===== config.mk =====
export PLATFORM = sky130hd
export DESIGN_NAME = uart_tx_sched
export DESIGN_NICKNAME = d
export VERILOG_FILES = /design/src/rtl/uart_tx_sched.sv
export SDC_FILE = /design/constraint.sdc
export NUM_CORES = 1
export LEC_CHECK = 0
export BUFFER_PORTS_ARGS = -buffer_cell sky130_fd_sc_hd__buf_4
export CELL_PAD_IN_SITES_DETAIL_PLACEMENT = 1
export CELL_PAD_IN_SITES_GLOBAL_PLACEMENT = 1
export CORE_MARGIN = 10
export CORE_UTILIZATION = 43
export CTS_CLUSTER_SIZE = 40
export DETAILED_ROUTE_END_ITERATION = 8
export PLACE_DENSITY = 0.86
export SYNTH_ARGS = -nofsm -noshare
export SYNTH_HDL_FRONTEND = slang
export SYNTH_SLANG_ARGS = --single-unit

===== constraint.sdc =====
create_clock -name clk -period 3.11 [get_ports clk]
set_input_delay 0.4665 -clock clk [delete_from_list [all_inputs] [get_ports clk]]
set_output_delay 0.4665 -clock clk [all_outputs]
set_load 0.05 [all_outputs]

===== src/rtl/uart_tx_sched.sv =====
// rtl/uart_tx_sched.sv - round-robin scheduler sharing one uart_tx between NREQ byte sources
// Message lock keeps multi-byte messages contiguous; watchdog drops bytes the serializer never starts.
module uart_tx_sched #(
  parameter int NREQ         = 4,
  parameter int IDW          = 2,
  parameter int GAP_CYCLES   = 16,
  parameter int BUSY_TIMEOUT = 1024
) (
  input  logic              clk,
  input  logic              reset,
  input  logic [NREQ-1:0]   req_valid,
  input  logic [8*NREQ-1:0] req_data,
  input  logic [NREQ-1:0]   req_last,
  output logic [NREQ-1:0]   req_ready,
  output logic [7:0]        tx_data,
  output logic              tx_load,
  input  logic              tx_busy,
  output logic [IDW-1:0]    grant_id,
  output logic              active,
  output logic              err_timeout
);

  typedef enum logic [2:0] {
    S_IDLE,
    S_LOAD,
    S_WAIT_BUSY,
    S_WAIT_DONE,
    S_GAP
  } state_t;

  state_t          state_q;
  logic [31:0]     cnt_q;
  logic [IDW-1:0]  ptr_q;
  logic [IDW-1:0]  owner_q;
  logic            lock_q;
  logic [7:0]      tx_data_q;
  logic            tx_load_q;
  logic [IDW-1:0]  grant_q;
  logic            err_q;

  logic [IDW-1:0]  sel;
  logic [IDW-1:0]  cand;
  logic            have;
  int              idx;

  // Walk from the highest offset down so the candidate closest to ptr wins last.
  always_comb begin
    sel  = '0;
    cand = '0;
    have = 1'b0;
    idx  = 0;
    if (lock_q) begin
      sel  = owner_q;
      have = req_valid[owner_q];
    end else begin
      for (int k = NREQ - 1; k >= 0; k--) begin
        idx = int'(ptr_q) + k;
        if (idx >= NREQ) idx = idx - NREQ;
        cand = IDW'(idx);
        if (req_valid[cand]) begin
          sel  = cand;
          have = 1'b1;
        end
      end
    end
  end

  always_comb begin
    req_ready = '0;
    if (state_q == S_IDLE && have) req_ready[sel] = 1'b1;
  end

  always_ff @(posedge clk) begin
    if (reset) begin
      state_q   <= S_IDLE;
      cnt_q     <= '0;
      ptr_q     <= '0;
      owner_q   <= '0;
      lock_q    <= 1'b0;
      tx_data_q <= '0;
      tx_load_q <= 1'b0;
      grant_q   <= '0;
      err_q     <= 1'b0;
    end else begin
      tx_load_q <= 1'b0;
      err_q     <= 1'b0;
      case (state_q)
        S_IDLE: begin
          if (have) begin
            tx_data_q <= req_data[8*sel +: 8];
            grant_q   <= sel;
            ptr_q     <= (int'(sel) == NREQ - 1) ? '0 : sel + 1'b1;
            owner_q   <= sel;
            lock_q    <= !req_last[sel];
            tx_load_q <= 1'b1;
            state_q   <= S_LOAD;
          end
        end
        S_LOAD: begin
          cnt_q   <= 32'd1;
          state_q <= S_WAIT_BUSY;
        end
        S_WAIT_BUSY: begin
          if (tx_busy) begin
            state_q <= S_WAIT_DONE;
          end else if (cnt_q >= 32'(BUSY_TIMEOUT)) begin
            // The byte is abandoned, so its message can no longer be held together.
            err_q  <= 1'b1;
            lock_q <= 1'b0;
            cnt_q  <= 32'd1;
            state_q <= (GAP_CYCLES == 0) ? S_IDLE : S_GAP;
          end else begin
            cnt_q <= cnt_q + 32'd1;
          end
        end
        S_WAIT_DONE: begin
          if (!tx_busy) begin
            cnt_q   <= 32'd1;
            state_q <= (GAP_CYCLES == 0) ? S_IDLE : S_GAP;
          end
        end
        S_GAP: begin
          if (cnt_q >= 32'(GAP_CYCLES)) state_q <= S_IDLE;
          else cnt_q <= cnt_q + 32'd1;
        end
        default: state_q <= S_IDLE;
      endcase
    end
  end

  assign tx_data     = tx_data_q;
  assign tx_load     = tx_load_q;
  assign grant_id    = grant_q;
  assign err_timeout = err_q;
  assign active      = (state_q != S_IDLE) || lock_q;

endmodule


; Word-level counts from Yosys, hierarchy flattened
; Cells that the tools add are included.
[word_totals]
in_bits = 43
word_cells = 110
register_bits = 50
out_inout_bits = 17
[op_classes]
eq_ne = 12
reduce_logical = 14
order_cmp = 13
n_addsub = 9
muxes = 51
bitwise = 2
shift = 1
[ops]
columns = operator, count
row1 = two-way mux 32 bit, 4
row2 = case mux 32 bit (4 select lines), 1
row3 = "adder 32 x 1 -> 32 bit, second input constant", 1
row4 = "greater-or-equal comparator 32 x 11 -> 1 bit, second input constant", 1
row5 = "greater-or-equal comparator 32 x 5 -> 1 bit, second input constant", 1
row6 = indexed part select 32 x 6 -> 8 bit, 1
row7 = two-way mux 2 bit, 14
row8 = "less-than comparator 2 x 3 -> 1 bit, second input constant", 6
row9 = two-way mux 1 bit, 17
row10 = two-way mux 3 bit, 5
row11 = case mux 3 bit (5 select lines), 1
row12 = binary-select mux 1 bit (select 2 bit), 6
row13 = "inequality test 2 bit, second input constant", 6
row14 = AND reduction 4 bit, 3
row15 = "greater-or-equal comparator 3 bit, second input constant", 3
row16 = "subtractor 2 x 1 -> 2 bit, second input constant", 4
row17 = "adder 2 x 2 -> 3 bit, second input constant", 2
row18 = "== test 3 x 2 -> 1 bit, second input constant", 2
row19 = two-way mux 4 bit, 1
row20 = nonzero test 4 bit, 1
row21 = "adder 2 x 1 -> 3 bit, second input constant", 1
row22 = "== test 3 x 1 -> 1 bit, second input constant", 1
row23 = "== test 3 bit, second input constant", 1
row24 = "greater-or-equal comparator 2 x 3 -> 1 bit, second input constant", 1
row25 = other kinds (16), 18

; Depth between registers and ports, before layout
[depth]
depth_word = 16
mapped_depth = 8
ltp_nobuf = 8

; Least setup slack after synthesis
; No wires, ideal clock.
[synth_timing]
kind = input port to output port
start = input req_valid[0]
end = output req_ready[3]
required_time_ns = 2.643
slack_ns = 0.515
n_path_buf = 1
arrival_time_ns = 2.128
path_stages = 7
cell_sequence = and2_1 > o311ai_0 > nand3_1 > inv_1 > buf_2 > ha_1 > and2_1
[synth_between]
elab_chain_len = 12
word_cells_on_any_way = 27
cone_classes = order compare (2) / mux (23) / reduce/logical (2)
[synth_rtl]
columns = element, line
row1 = start: declaration, 11  ; input logic [NREQ-1:0] req_valid,
row2 = binary-select mux 1 bit (select 2 bit), 60  ; if (req_valid[cand]) begin
row3 = two-way mux 1 bit (not written as such), 60
row4 = two-way mux 2 bit (3 in a row), 60
row5 = two-way mux 2 bit *, 60
row6 = two-way mux 2 bit *, 52  ; if (lock_q) begin
row7 = via sel[1], 41  ; logic [IDW-1:0] sel;
row8 = less-than comparator 2 x 3 -> 1 bit (not written as such) or greater-or-equal comparator 2 x 1 -> 1 bit (tied branches), 70  ; if (state_q == S_IDLE && have) req_ready[sel] = 1'b1;
row9 = logical AND 1 bit (not written as such), 70
row10 = two-way mux 1 bit (not written as such), 70
row11 = demux 1 bit (select 2 bit) *, 70
row12 = two-way mux 4 bit *, 70
row13 = end: declaration, 14  ; output logic [NREQ-1:0] req_ready,
; The timed path passes the listed nets; every way through them passes the cells marked *. The select of a mux whose other input is x is not followed.

; Worst setup path in the final report
[layout_timing]
start = register ptr_q[1]
end = output req_ready[2]
[layout_between]
elab_chain_len = 16
word_cells_on_any_way = 44
cone_classes = add/sub (7) / order compare (6) / mux (29) / reduce/logical (2)
[layout_rtl]
columns = element, line
row1 = start: declaration, 33  ; logic [IDW-1:0] ptr_q;
row2 = start signal: assignment, 92  ; ptr_q <= (int'(sel) == NREQ - 1) ? '0 : sel + 1'b1;
row3 = adder 2 x 2 -> 3 bit, 57  ; idx = int'(ptr_q) + k;
row4 = greater-or-equal comparator 3 bit or subtractor 2 x 1 -> 2 bit (tied branches), 58  ; if (idx >= NREQ) idx = idx - NREQ;
row5 = two-way mux 2 bit, 58
row6 = two-way mux 2 bit, 52
row7 = binary-select mux 1 bit (select 2 bit), 60
row8 = two-way mux 1 bit (not written as such), 60
row9 = two-way mux 2 bit (4 in a row), 60
row10 = two-way mux 2 bit, 52
row11 = less-than comparator 2 x 3 -> 1 bit (not written as such) or greater-or-equal comparator 2 x 1 -> 1 bit (tied branches), 70
row12 = logical AND 1 bit (not written as such), 70
row13 = two-way mux 1 bit (not written as such), 70
row14 = demux 1 bit (select 2 bit), 70
row15 = two-way mux 4 bit *, 70
; Every way passes the cells marked *; elsewhere a longest branch is shown, timed or not. The select of a mux whose other input is x is not followed.

==> implementation parameters <==
Parameter                              Value

Status
  Status    finished clean

Timing
  RSZ-0062 raised after global routing    no
  Headroom to the max-slew limit    between 40% and 50%
  Clock period minus worst slack    2.891 ns
  Fmax    roughly 350 MHz
  Worst-margin pin slew    between 0.7 and 0.8 ns
  Max-slew violation count    0
  Number of hold violations in the final report    0
  Final critical-path share of the clock period    92.95%
  Worst Clk Skew    about 0.0068 ns
  Final setup violation count    0
  Post-route setup TNS    0 ns

Clock network
  Buffer depth of the longest clock path    2
  Reg clk slew, reported paths    about 0.090 ns
  Post-CTS repair timing setup buffer count    0
  Clock tree from TritonCTS    built
  Clock latency of the later-clocked register in the worst-skew pair    between 0.3 and 0.4 ns
  Hold buffer count at CTS    0
  Num CTS Buffers    5
  Post-cts resize count    0
  Clock tree root driver cell    sky130_fd_sc_hd__clkbuf_8
  Depth of the CTS H-tree    2
  Clock Sink Count    50

Worst setup path
  Type of the worst setup path    flop to output port
  Worst Path Required    roughly 2.6 ns
  Worst reg2reg path endpoint    cnt_q[21]
  Category of the worst setup path capture point    output port
  Setup crit start kind    flop
  CP Launch Point    ptr_q[1]
  Slack of the worst reg-to-reg path    approximately 0.76 ns
  Launch instance of the worst register-to-register path    cnt_q[11]
  Crit-path max FO    18
  CP Data Arrival Time    approximately 2.4 ns
  R2R cell count    7

Yosys
  Yosys cell types    between 50 and 60
  Ys flop type    sky130_fd_sc_hd__dfxtp_1
  Ys async rst share    0%
  Syn nets    approximately 360
  Sequential cell area fraction in the yosys report    a little under two fifths
  Synthesized area divided by synthesized cell count    about 8.5 µm²
  Cell area after synthesis    between 2000 and 3000 µm²
  Number of instances in the synthesized netlist    309
  Number of synthesized flops with an enable pin    0
  Number of synthesized register bits    50
  YS warnings    0

Hold path
  Worst Hold Depth    2
  Sink of the worst hold path    ptr_q[1]
  Startpoint of the tightest hold check path    reset
  Class of the tightest hold or removal check    input port to flop

Power and ir drop
  Leakage power    1.351 nW
  Combinational group share of total power    about half
  Share of power burned in the clock network    roughly a fifth
  Sequential fraction of design power    between 30% and 40%
  Internal power    ~0.0014 W
  Power dissipated by switching net loads    0.001198 W
  Cell area power density    815.3 nW/µm²
  Maximum vdd ir drop    between 0.8 and 0.9 mV
  Proportion of total power due to net switching    a little under half

Detailed routing
  Wire length reported by the detailed router    between 7 and 8 mm
  DRC marker count from the first detailed-route iteration    between 100 and 150
  Final antenna-violating net count    0
  Wire length per cell    18.16 µm
  Via Count    between 2,000 and 3,000
  DR DRC count    0
  Vias per cell    between 5 and 6
  Iteration count of the initial detailed-routing pass    4

Global route
  Vias in the first global route    2,677
  Wire length of the first global-routing pass    13.25 mm
  Antenna violations before repair    0
  Overall overflow remaining after global route    0
  Overall global routing resource usage    about 16%
  Maximum number of pins on one net before global-route repair    32

Cells and area
  Area growth syn-to-layout    23.09%
  Share of the core filled with cells    between 50% and 60%
  Net count reported at finish    between 400 and 500
  Leading cell type in the layout, fill and taps excluded    sky130_fd_sc_hd__buf_4
  Number of filler cells placed in the layout    724
  Area of all placed cells without fillers    roughly 3200 µm²
  Share of cells above drive strength 1    a little under a quarter
  Antenna fix cells    0
  Leading cell types in the layout, fill and taps excluded    sky130_fd_sc_hd__buf_4, sky130_fd_sc_hd__dfxtp_1, sky130_fd_sc_hd__nor2_1
  Non-filler instance count after layout    approximately 440

Floorplan
  Core Footprint    between 5000 and 6000 µm²
  Die width    approximately 100 µm
  Effective utilization at floorplan    44.48%
  Die boundary height    around 98 µm
  # IOs    60
  Total die area    roughly 9700 µm²
  Num rows    28

Run
  Reported max-cap violation count    0

Placement
  Port buffer count    between 50 and 60
  Routability-driven placement congestion ratio    about 0.77
  Detailed Place HPWL    5.811 mm
  Cell area after placement    ~3100 µm²
  Placed Instances    about 430
-- flip-flops by register name, summed over array words and instances, names as in the netlist --
name         count
state_q          3
lock_q           1
tx_data          8
tx_load          1
grant_id         2
cnt_q           32
err_timeout      1
ptr_q            2
-- power by group through the flow --
stage,combinational (W),clock [W],sequential [W]
2_1_floorplan,0.000801,0,0.000948
3_3_place_gp,0.00131,0,0.000818
3_5_place_dp,0.00133,0,0.000822
4_1_cts,0.00134,0.000508,0.000808
5_1_grt,0.00146,0.000533,0.000822
6_report,0.00134,0.000501,0.000806
-- worst max path at each step --
| stage | to | slack [ns] | depth (start not counted) |
|---|---|---|---|
| after CTS | req_ready[2] | 0.22 | 8 |
| after global placement | req_ready[2] | 0.46 | 9 |
| final | req_ready[2] | 0.22 | 8 |
| after global routing | req_ready[2] | 0.05 | 8 |
| after floorplan | req_ready[3] | 0.52 | 7 |
| after detailed placement | req_ready[2] | 0.38 | 9 |
-- critical path, cell delays in order (launching register included) --
cell,delay (ns)
sky130_fd_sc_hd__dfxtp_1,0.44
sky130_fd_sc_hd__a21boi_0,0.12
sky130_fd_sc_hd__a211oi_1,0.31
sky130_fd_sc_hd__o221ai_2,0.32
sky130_fd_sc_hd__nand2_2,0.15
sky130_fd_sc_hd__buf_4,0.24
sky130_fd_sc_hd__ha_1,0.19
sky130_fd_sc_hd__and2_1,0.13
sky130_fd_sc_hd__buf_4,0.20
-- layout make-up --
cell class                      count  area, µm²  area share (%)
Inverter                           11      41.29           1.274
Sequential cell                    50       1001           30.88
Tap cell                           75      93.84           2.895
Clock buffer                        6      82.58           2.547
Timing Repair Buffer               63      473.0           14.59
Multi-Input combinational cell    232       1511           46.62
Clock inverter                      2      38.79           1.196
-- Yosys cell counts (all sizes together), types with 9 or more instances --
cell type	instances	area, µm²
nor4	9	90.09
o31ai	9	81.33
a31oi	10	62.56
a21oi	20	100.1
nor2	39	146.4
and2	10	62.56
a211oi	18	135.1
and3	22	138.9
buf	9	53.80
nand2	16	62.56
inv	11	41.29
dfxtp	50	1001
-- per-layer routing --
layer | up-vias | wire (µm) | track usage (%)
li1 | 1245 | - | -
met5 | - | 0 | 0
met3 | 8 | 421 | 5.567
met2 | 46 | 4026 | 28.58
met1 | 1238 | 3401 | 18.13
met4 | 0 | 123 | 4.961
-- per-stage QoR --
step,total power (W),hold slack (ns),setup WS [ns]
final,0.002643,0.4781,0.2194
after global routing,0.002816,0.4900,0.04810
after CTS,0.002658,0.4742,0.2226
after detailed placement,0.002154,0.4836,0.3847
after global placement,0.002130,0.4757,0.4631
after floorplan,0.001749,0.4562,0.5151
-- cell families (layout without fill, tap and decap cells) --
family,Yosys count,count (layout),synth area share [%]
mux,5,5,2.423
buf+inv,27,82,4.608
compound gates,78,78,20.33
xor+xnor,4,4,1.330
flops,50,50,38.00
fa+ha+maj,6,6,2.850
simple gates,139,139,30.45
Power figures use the tool's default switching activity.
